**config.mk**
```make
export PLATFORM = sky130hd
export DESIGN_NAME = muldiv_seq_flat
export DESIGN_NICKNAME = d
export VERILOG_FILES = /design/src/rtl/muldiv_seq_if.sv /design/src/rtl/muldiv_seq.sv /design/src/flat_wrapper.sv
export SDC_FILE = /design/constraint.sdc
export NUM_CORES = 1
export LEC_CHECK = 0
export CAP_MARGIN = 20
export CORE_ASPECT_RATIO = 0.6
export CORE_MARGIN = 2
export CORE_UTILIZATION = 50
export CTS_CLUSTER_SIZE = 12
export DETAILED_ROUTE_END_ITERATION = 6
export PLACE_DENSITY_LB_ADDON = 0.25
export SYNTH_ARGS = -nofsm -noshare
export SYNTH_HDL_FRONTEND = slang
export SYNTH_SLANG_ARGS = --single-unit
```
**constraint.sdc**
```tcl
create_clock -name clk -period 4.1 [get_ports clk]
set_clock_uncertainty 0.15 [all_clocks]
set_input_delay 1.23 -clock clk [delete_from_list [all_inputs] [get_ports clk]]
set_output_delay 1.23 -clock clk [all_outputs]
set_load 0.01 [all_outputs]
```
**src/rtl/muldiv_seq_if.sv**
```systemverilog
// ---------------------------------------------------------------------------
// muldiv_seq_if
// Handshake and data bundle between the execute stage and the multi-cycle
// MUL/DIV sequencer.
//
// Signals:
//   start      - request a new operation (sampled only when accepting)
//   op_div     - 0 = multiply, 1 = divide
//   signed_op  - signed operands (honoured only with MULDIV_SIGNED_EN)
//   x, y       - multiplicand/dividend and multiplier/divisor
//   abort      - pipeline flush, cancels any operation in progress
//   result_ack - consumer accepts lo/hi while done is high
//   busy       - sequencer occupied (BUSY or DONE)
//   done       - result valid, held until acknowledged
//   lo, hi     - low product word / quotient, high product word / remainder
//
// Modports: master = pipeline side, slave = sequencer side.
// ---------------------------------------------------------------------------
interface muldiv_seq_if #(
    parameter int WIDTH = 32
);
    logic             start;
    logic             op_div;
    logic             signed_op;
    logic [WIDTH-1:0] x;
    logic [WIDTH-1:0] y;
    logic             abort;
    logic             result_ack;
    logic             busy;
    logic             done;
    logic [WIDTH-1:0] lo;
    logic [WIDTH-1:0] hi;

    modport master (
        output start, op_div, signed_op, x, y, abort, result_ack,
        input  busy, done, lo, hi
    );

    modport slave (
        input  start, op_div, signed_op, x, y, abort, result_ack,
        output busy, done, lo, hi
    );
endinterface

```
**src/rtl/muldiv_seq.sv**
```systemverilog
// ---------------------------------------------------------------------------
// muldiv_seq
// Multi-cycle MUL/DIV sequencer for the execute-stage ALU. A shift-add
// multiplier and a restoring divider share one 2*WIDTH working register and
// an iteration counter; one bit is processed per cycle, giving a fixed
// latency from accept to done for every operand value.
//
// Ports:
//   clk    - system clock, rising edge
//   rst_n  - asynchronous active-low reset
//   bus    - muldiv_seq_if.slave (start/op_div/signed_op/x/y/abort/
//            result_ack in, busy/done/lo/hi out)
//
// Configuration:
//   MULDIV_SIGNED_EN - when defined, signed_op=1 runs the iteration on
//   operand magnitudes and sign-corrects the result on completion. When
//   undefined, signed_op is ignored and all operations are unsigned.
// ---------------------------------------------------------------------------
module muldiv_seq #(
    parameter int WIDTH = 32
) (
    input  logic         clk,
    input  logic         rst_n,
    muldiv_seq_if.slave  bus
);

    localparam int CW = $clog2(WIDTH);
    localparam logic [CW-1:0] LAST = CW'(WIDTH - 1);

    typedef enum logic [1:0] {
        IDLE,
        BUSY,
        DONE
    } state_t;

    state_t             state_q, state_d;
    logic [CW-1:0]      count_q, count_d;
    logic [2*WIDTH-1:0] acc_q, acc_d;
    logic [WIDTH-1:0]   opnd_q, opnd_d;
    logic               isDiv_q, isDiv_d;
    logic [WIDTH-1:0]   lo_q, lo_d;
    logic [WIDTH-1:0]   hi_q, hi_d;

    logic               acceptOp;
    logic [WIDTH-1:0]   xMag;
    logic [WIDTH-1:0]   yMag;

    // Multiply step: accumulator is {partial product, remaining multiplier}.
    // The add is one bit wider so the carry lands in the top bit after the
    // right shift.
    logic [WIDTH:0]     mulSum;
    logic [2*WIDTH-1:0] mulNext;

    // Divide step: accumulator is {remainder, remaining dividend/quotient}.
    logic [WIDTH:0]     divRem;
    logic [WIDTH+1:0]   divDiff;
    logic [2*WIDTH-1:0] divNext;

    logic [2*WIDTH-1:0] stepNext;
    logic [WIDTH-1:0]   resLo;
    logic [WIDTH-1:0]   resHi;

    assign mulSum  = {1'b0, acc_q[2*WIDTH-1:WIDTH]} + {1'b0, opnd_q};
    assign mulNext = acc_q[0] ? {mulSum, acc_q[WIDTH-1:1]}
                              : {1'b0, acc_q[2*WIDTH-1:1]};

    // Trial subtraction on the shifted remainder; a borrow out of the extra
    // top bit means the divisor did not fit, so the shifted value is kept.
    assign divRem  = acc_q[2*WIDTH-1:WIDTH-1];
    assign divDiff = {1'b0, divRem} - {2'b00, opnd_q};
    assign divNext = divDiff[WIDTH+1]
                   ? {divRem[WIDTH-1:0],  acc_q[WIDTH-2:0], 1'b0}
                   : {divDiff[WIDTH-1:0], acc_q[WIDTH-2:0], 1'b1};

    assign stepNext = isDiv_q ? divNext : mulNext;

    // A new operation is taken from IDLE, or from DONE when the result is
    // acknowledged in the same cycle. Abort always wins.
    assign acceptOp = bus.start && !bus.abort &&
                      ((state_q == IDLE) || ((state_q == DONE) && bus.result_ack));

`ifdef MULDIV_SIGNED_EN
    logic xs_q, xs_d;
    logic ys_q, ys_d;
    logic xNeg, yNeg;
    logic [2*WIDTH-1:0] mulSigned;
    logic [WIDTH-1:0]   quotSigned;
    logic [WIDTH-1:0]   remSigned;

    assign xNeg = bus.signed_op && bus.x[WIDTH-1];
    assign yNeg = bus.signed_op && bus.y[WIDTH-1];
    assign xMag = xNeg ? -bus.x : bus.x;
    assign yMag = yNeg ? -bus.y : bus.y;

    // Sign correction of the final iteration's output. A zero divisor forces
    // an all-ones quotient; the remainder then equals the original dividend
    // because the magnitude is re-negated when the dividend was negative.
    always_comb begin
        mulSigned  = (xs_q ^ ys_q) ? -stepNext : stepNext;
        quotSigned = stepNext[WIDTH-1:0];
        if (opnd_q == '0) begin
            quotSigned = '1;
        end else if (xs_q ^ ys_q) begin
            quotSigned = -stepNext[WIDTH-1:0];
        end
        remSigned = xs_q ? -stepNext[2*WIDTH-1:WIDTH] : stepNext[2*WIDTH-1:WIDTH];
        if (isDiv_q) begin
            resLo = quotSigned;
            resHi = remSigned;
        end else begin
            resLo = mulSigned[WIDTH-1:0];
            resHi = mulSigned[2*WIDTH-1:WIDTH];
        end
    end

    always_ff @(posedge clk or negedge rst_n) begin
        if (!rst_n) begin
            xs_q <= 1'b0;
            ys_q <= 1'b0;
        end else begin
            xs_q <= xs_d;
            ys_q <= ys_d;
        end
    end

    always_comb begin
        xs_d = xs_q;
        ys_d = ys_q;
        if (acceptOp) begin
            xs_d = xNeg;
            ys_d = yNeg;
        end
    end
`else
    assign xMag  = bus.x;
    assign yMag  = bus.y;
    assign resLo = stepNext[WIDTH-1:0];
    assign resHi = stepNext[2*WIDTH-1:WIDTH];
`endif

    always_ff @(posedge clk or negedge rst_n) begin
        if (!rst_n) begin
            state_q <= IDLE;
            count_q <= '0;
            acc_q   <= '0;
            opnd_q  <= '0;
            isDiv_q <= 1'b0;
            lo_q    <= '0;
            hi_q    <= '0;
        end else begin
            state_q <= state_d;
            count_q <= count_d;
            acc_q   <= acc_d;
            opnd_q  <= opnd_d;
            isDiv_q <= isDiv_d;
            lo_q    <= lo_d;
            hi_q    <= hi_d;
        end
    end

    // lo/hi are written only on the BUSY->DONE transition so they hold the
    // last completed result through IDLE and across aborts.
    always_comb begin
        state_d = state_q;
        count_d = count_q;
        acc_d   = acc_q;
        opnd_d  = opnd_q;
        isDiv_d = isDiv_q;
        lo_d    = lo_q;
        hi_d    = hi_q;

        if (bus.abort) begin
            state_d = IDLE;
        end else begin
            case (state_q)
                IDLE: begin
                    state_d = IDLE;
                end
                BUSY: begin
                    acc_d = stepNext;
                    if (count_q == LAST) begin
                        state_d = DONE;
                        lo_d    = resLo;
                        hi_d    = resHi;
                    end else begin
                        count_d = count_q + 1'b1;
                    end
                end
                DONE: begin
                    if (bus.result_ack) begin
                        state_d = IDLE;
                    end
                end
                default: begin
                    state_d = IDLE;
                end
            endcase
        end

        // Multiply keeps the multiplier in the low half and the multiplicand
        // aside; divide keeps the dividend in the low half and the divisor
        // aside.
        if (acceptOp) begin
            state_d = BUSY;
            count_d = '0;
            isDiv_d = bus.op_div;
            opnd_d  = bus.op_div ? yMag : xMag;
            acc_d   = {{WIDTH{1'b0}}, (bus.op_div ? xMag : yMag)};
        end
    end

    assign bus.busy = (state_q != IDLE);
    assign bus.done = (state_q == DONE);
    assign bus.lo   = lo_q;
    assign bus.hi   = hi_q;

endmodule
```
**src/flat_wrapper.sv**
```systemverilog
// flat-port wrapper written by rule: the top's interface ports become plain ports
module muldiv_seq_flat 
#(
    parameter int WIDTH = 32
)
  (clk, rst_n, bus_start, bus_op_div, bus_signed_op, bus_x, bus_y, bus_abort, bus_result_ack, bus_busy, bus_done, bus_lo, bus_hi);
  muldiv_seq_if #(.WIDTH(WIDTH)) bus_i ();
  input  logic clk;
  input  logic rst_n;
  input wire logic [$bits(bus_i.start)-1:0] bus_start;
  input wire logic [$bits(bus_i.op_div)-1:0] bus_op_div;
  input wire logic [$bits(bus_i.signed_op)-1:0] bus_signed_op;
  input wire logic [$bits(bus_i.x)-1:0] bus_x;
  input wire logic [$bits(bus_i.y)-1:0] bus_y;
  input wire logic [$bits(bus_i.abort)-1:0] bus_abort;
  input wire logic [$bits(bus_i.result_ack)-1:0] bus_result_ack;
  output wire logic [$bits(bus_i.busy)-1:0] bus_busy;
  output wire logic [$bits(bus_i.done)-1:0] bus_done;
  output wire logic [$bits(bus_i.lo)-1:0] bus_lo;
  output wire logic [$bits(bus_i.hi)-1:0] bus_hi;
  assign bus_i.start = bus_start;
  assign bus_i.op_div = bus_op_div;
  assign bus_i.signed_op = bus_signed_op;
  assign bus_i.x = bus_x;
  assign bus_i.y = bus_y;
  assign bus_i.abort = bus_abort;
  assign bus_i.result_ack = bus_result_ack;
  assign bus_busy = bus_i.busy;
  assign bus_done = bus_i.done;
  assign bus_lo = bus_i.lo;
  assign bus_hi = bus_i.hi;
  muldiv_seq #(.WIDTH(WIDTH)) u_core (.clk(clk), .rst_n(rst_n), .bus(bus_i));
endmodule
```
==> qor.yml <==
chipWidth_um: 203
finalMaxSlewViolations: 0
antenna_found_initial: 0
synth.avg_cell_area_um2: 8.73
number_of_enable_flip_flop_cells_after_synthesis: 0
io_buffers: 135
numCtsBuffers: 17
routed-wl-met2_um: 15700
postSynthRegisterBits: 168
met3WireLength_um: 3230
vias: 11300
placement_rows: 43
worstSkewPairLatency_ns: 0.46
syn-num-nets: 1505
layout_commonest_cell: "dfrtp_1"
combinational_family_with_the_most_area_after_synthesis: "compound AO/OA/AOI/OAI gates"
synth_compound_area_frac: 0.249
first_pass_grt_wire_length_um: 58700
synth-warning-count: 0
grt_max_degree: 77
first_global_vias: 10500
min-delay-path-class: "reg2reg"
timing_worst_setup_path_type: "reg2reg"
synth-main-ff-cell: "dfrtp_1"
hold_viol: 0
setup_violations: 0
vdd.ir_drop.worst_mv: 0.385
cts.path.max_buffers: 2
htreeDepth: 4
worst-slew-pin-transition_ns: 0.970
max_slew_margin: 0.352
layout_min_cycle_time_ns: 3.88
finalWeightedCongestion: 0.950
track_usage: 0.304
fin_util: 0.619
post_synthesis_instance_area_um2: 11900
syn-instance-count: 1366
cell_variety_after_synth: 78
num_io_pins: 137
drt-met1-wl_um: 17900
power.clock.fraction: 0.177
total_power_mw: 9.28
ys_seq_area_frac: 0.352
pwr_density_cell_nw_per_um2: 645
highest_layer: "met4"
route.antenna.remaining_nets: 0
clock_sink_count: 168
power.share.combinational: 0.567
layout-drive-gt1-share: 0.0841
postCtsSetupRepairBufs: 0
power.net_switching_mw: 4.30
setup_repair_after_global_routing_missed_its_margin: "no"
layout-area-overhead-vs-synth_pct: 20.5
routed_via_count_divided_by_cell_count: 6.21
cts_tree: "built"
finalSetupTns_ns: 0
drc: 0
cp.required_ns: 4.28
starting_density_of_the_core: 0.513
wl_per_cell_um: 20.6
async_reset_ff_frac: 1.00
drv.max_cap_violation_count: 0
critical_path_source_type: "flop"
p_seq_frac: 0.256
total_leakage_power_nw: 6.52
layout.nets: 1624
post_synth_fa_ha_maj_area_fraction: 0.0726
crit_fanout: 6
clk_transition_reported_paths_ns: 0.07
routed_wirelength_um: 37300
synth_simple_gate_area_frac: 0.156
crit_share_post_route: 0.946
dieArea_um2: 25200
mux_contribution_to_synthesized_area: 0.0922
die_h_um: 124
core_um2: 23200
most-common-layout-cells: "167 x dfrtp_1, 161 x nand2_1, 133 x clkdlybuf4s50_1, 119 x o21ai_0, 102 x mux2i_1"
cts_hold_repair.buffers: 0
power.internal_mw: 4.97
detail_route.iter0.violations: 879
timing.fmax_ghz: 0.258
outcome: "complete, no violations"
firstDrtPassIters: 6
worstSetupEndpointType: "flop"
num_antenna_cells: 0
clk_root_buffer_cell: "clkbuf_16"
critPathArrivalTime_ns: 4.05
gr-total-overflow: 0
ctsResizeCount: 0
dp_hpwl_um: 27800
post_synth_xor_area_fraction: 0.0301
switching_share: 0.464
-- final timing paths --
path / start / endpoint / slack (ns) / cells past startpoint
max in group asynchronous: rst_n / u_core.bus.lo[10] / 2.37 / 2
min in group asynchronous: rst_n / u_core.bus.hi[22] / 0.59 / 1
max: u_core.acc_q[32] / u_core.bus.hi[29] / 0.22 / 11
min reg2reg: u_core.bus.lo[24] / u_core.bus.lo[24] / 0.33 / 2
max reg2reg: u_core.acc_q[32] / u_core.bus.hi[29] / 0.22 / 11
min: u_core.bus.lo[24] / u_core.bus.lo[24] / 0.33 / 2
-- stage by stage --
stage	setup WS, ns	instances	area, um2	hold WS [ns]
5_1_grt	0.0580	1813	14400	0.366
2_1_floorplan	0.938	1366	11900	0.323
3_5_place_dp	0.312	1781	13800	0.323
4_1_cts	0.287	1813	14400	0.336
3_3_place_gp	0.431	1781	13800	0.312
6_report	0.222	1813	14400	0.332
-- cell families (layout without fill, tap and decap cells) --
family | Yosys count | count (layout)
flip-flops | 168 | 168
XOR/XNOR | 41 | 41
multiplexers | 109 | 109
adder cells (fa/ha/maj) | 68 | 68
AND/OR/NAND/NOR | 400 | 400
buffers and inverters | 142 | 274
AO/OA/AOI/OAI | 438 | 438
-- power groups by stage --
stage | clock (mW) | sequential (mW) | combinational [mW]
after floorplan | 0 | 2.21 | 3.68
after global placement | 0 | 2.37 | 5.02
after detailed placement | 0 | 2.38 | 5.09
after CTS | 1.66 | 2.35 | 5.13
after global routing | 1.74 | 2.39 | 5.76
final | 1.65 | 2.37 | 5.26
-- Yosys cell counts, types with 11 or more instances --
cell	n	area, um2
dfrtp_1	168	4200
nand2_1	162	608
o21ai_0	119	596
mux2i_1	102	1020
nor2_1	94	353
clkbuf_1	75	282
a21oi_1	68	340
ha_1	66	826
inv_1	54	203
a21o_1	38	285
nand3_1	37	185
a221oi_1	31	272
a211oi_1	27	203
xnor2_1	24	210
o211ai_1	21	158
o21ai_1	19	95.1
nor2b_1	18	113
xor2_1	17	149
nand4_1	16	100
a31oi_1	14	87.6
a22o_1	12	105
and3_1	11	68.8
-- final cells by class --
| class | instances | area (um2) |
|---|---|---|
| fill | 2021 | 8860 |
| multi-input combinational | 1056 | 7190 |
| tap | 315 | 394 |
| sequential | 168 | 4210 |
| clock buffer | 19 | 433 |
| inverter | 54 | 203 |
| timing repair buffer | 188 | 1810 |
| clock inverter | 13 | 145 |
-- flip-flops by register name, indices dropped and copies added, names as in the netlist --
register	count
u_core.isDiv_q	1
u_core.bus.hi	32
u_core.count_q	5
u_core.opnd_q	32
u_core.bus.lo	32
u_core.state_q	2
u_core.acc_q	64
-- metal layers --
layer  GRT usage  vias up
met5           0        -
met1       0.460     5438
met4      0.0807        0
met2       0.437      472
li1            -     5310
met3      0.0665       40
-- critical path, cell delays in order, from the launching register on --
cell and delay [ns]:
dfrtp_1 0.46, ha_1 0.26, fa_1 0.43, a211oi_1 0.36, o21ai_0 0.26, and4_1 0.28
o21ai_0 0.37, a21oi_1 0.22, a211oi_1 0.40, mux2i_1 0.14, o22ai_1 0.28, o21ai_1 0.12
No activity file was read; power rests on OpenSTA's default activity.
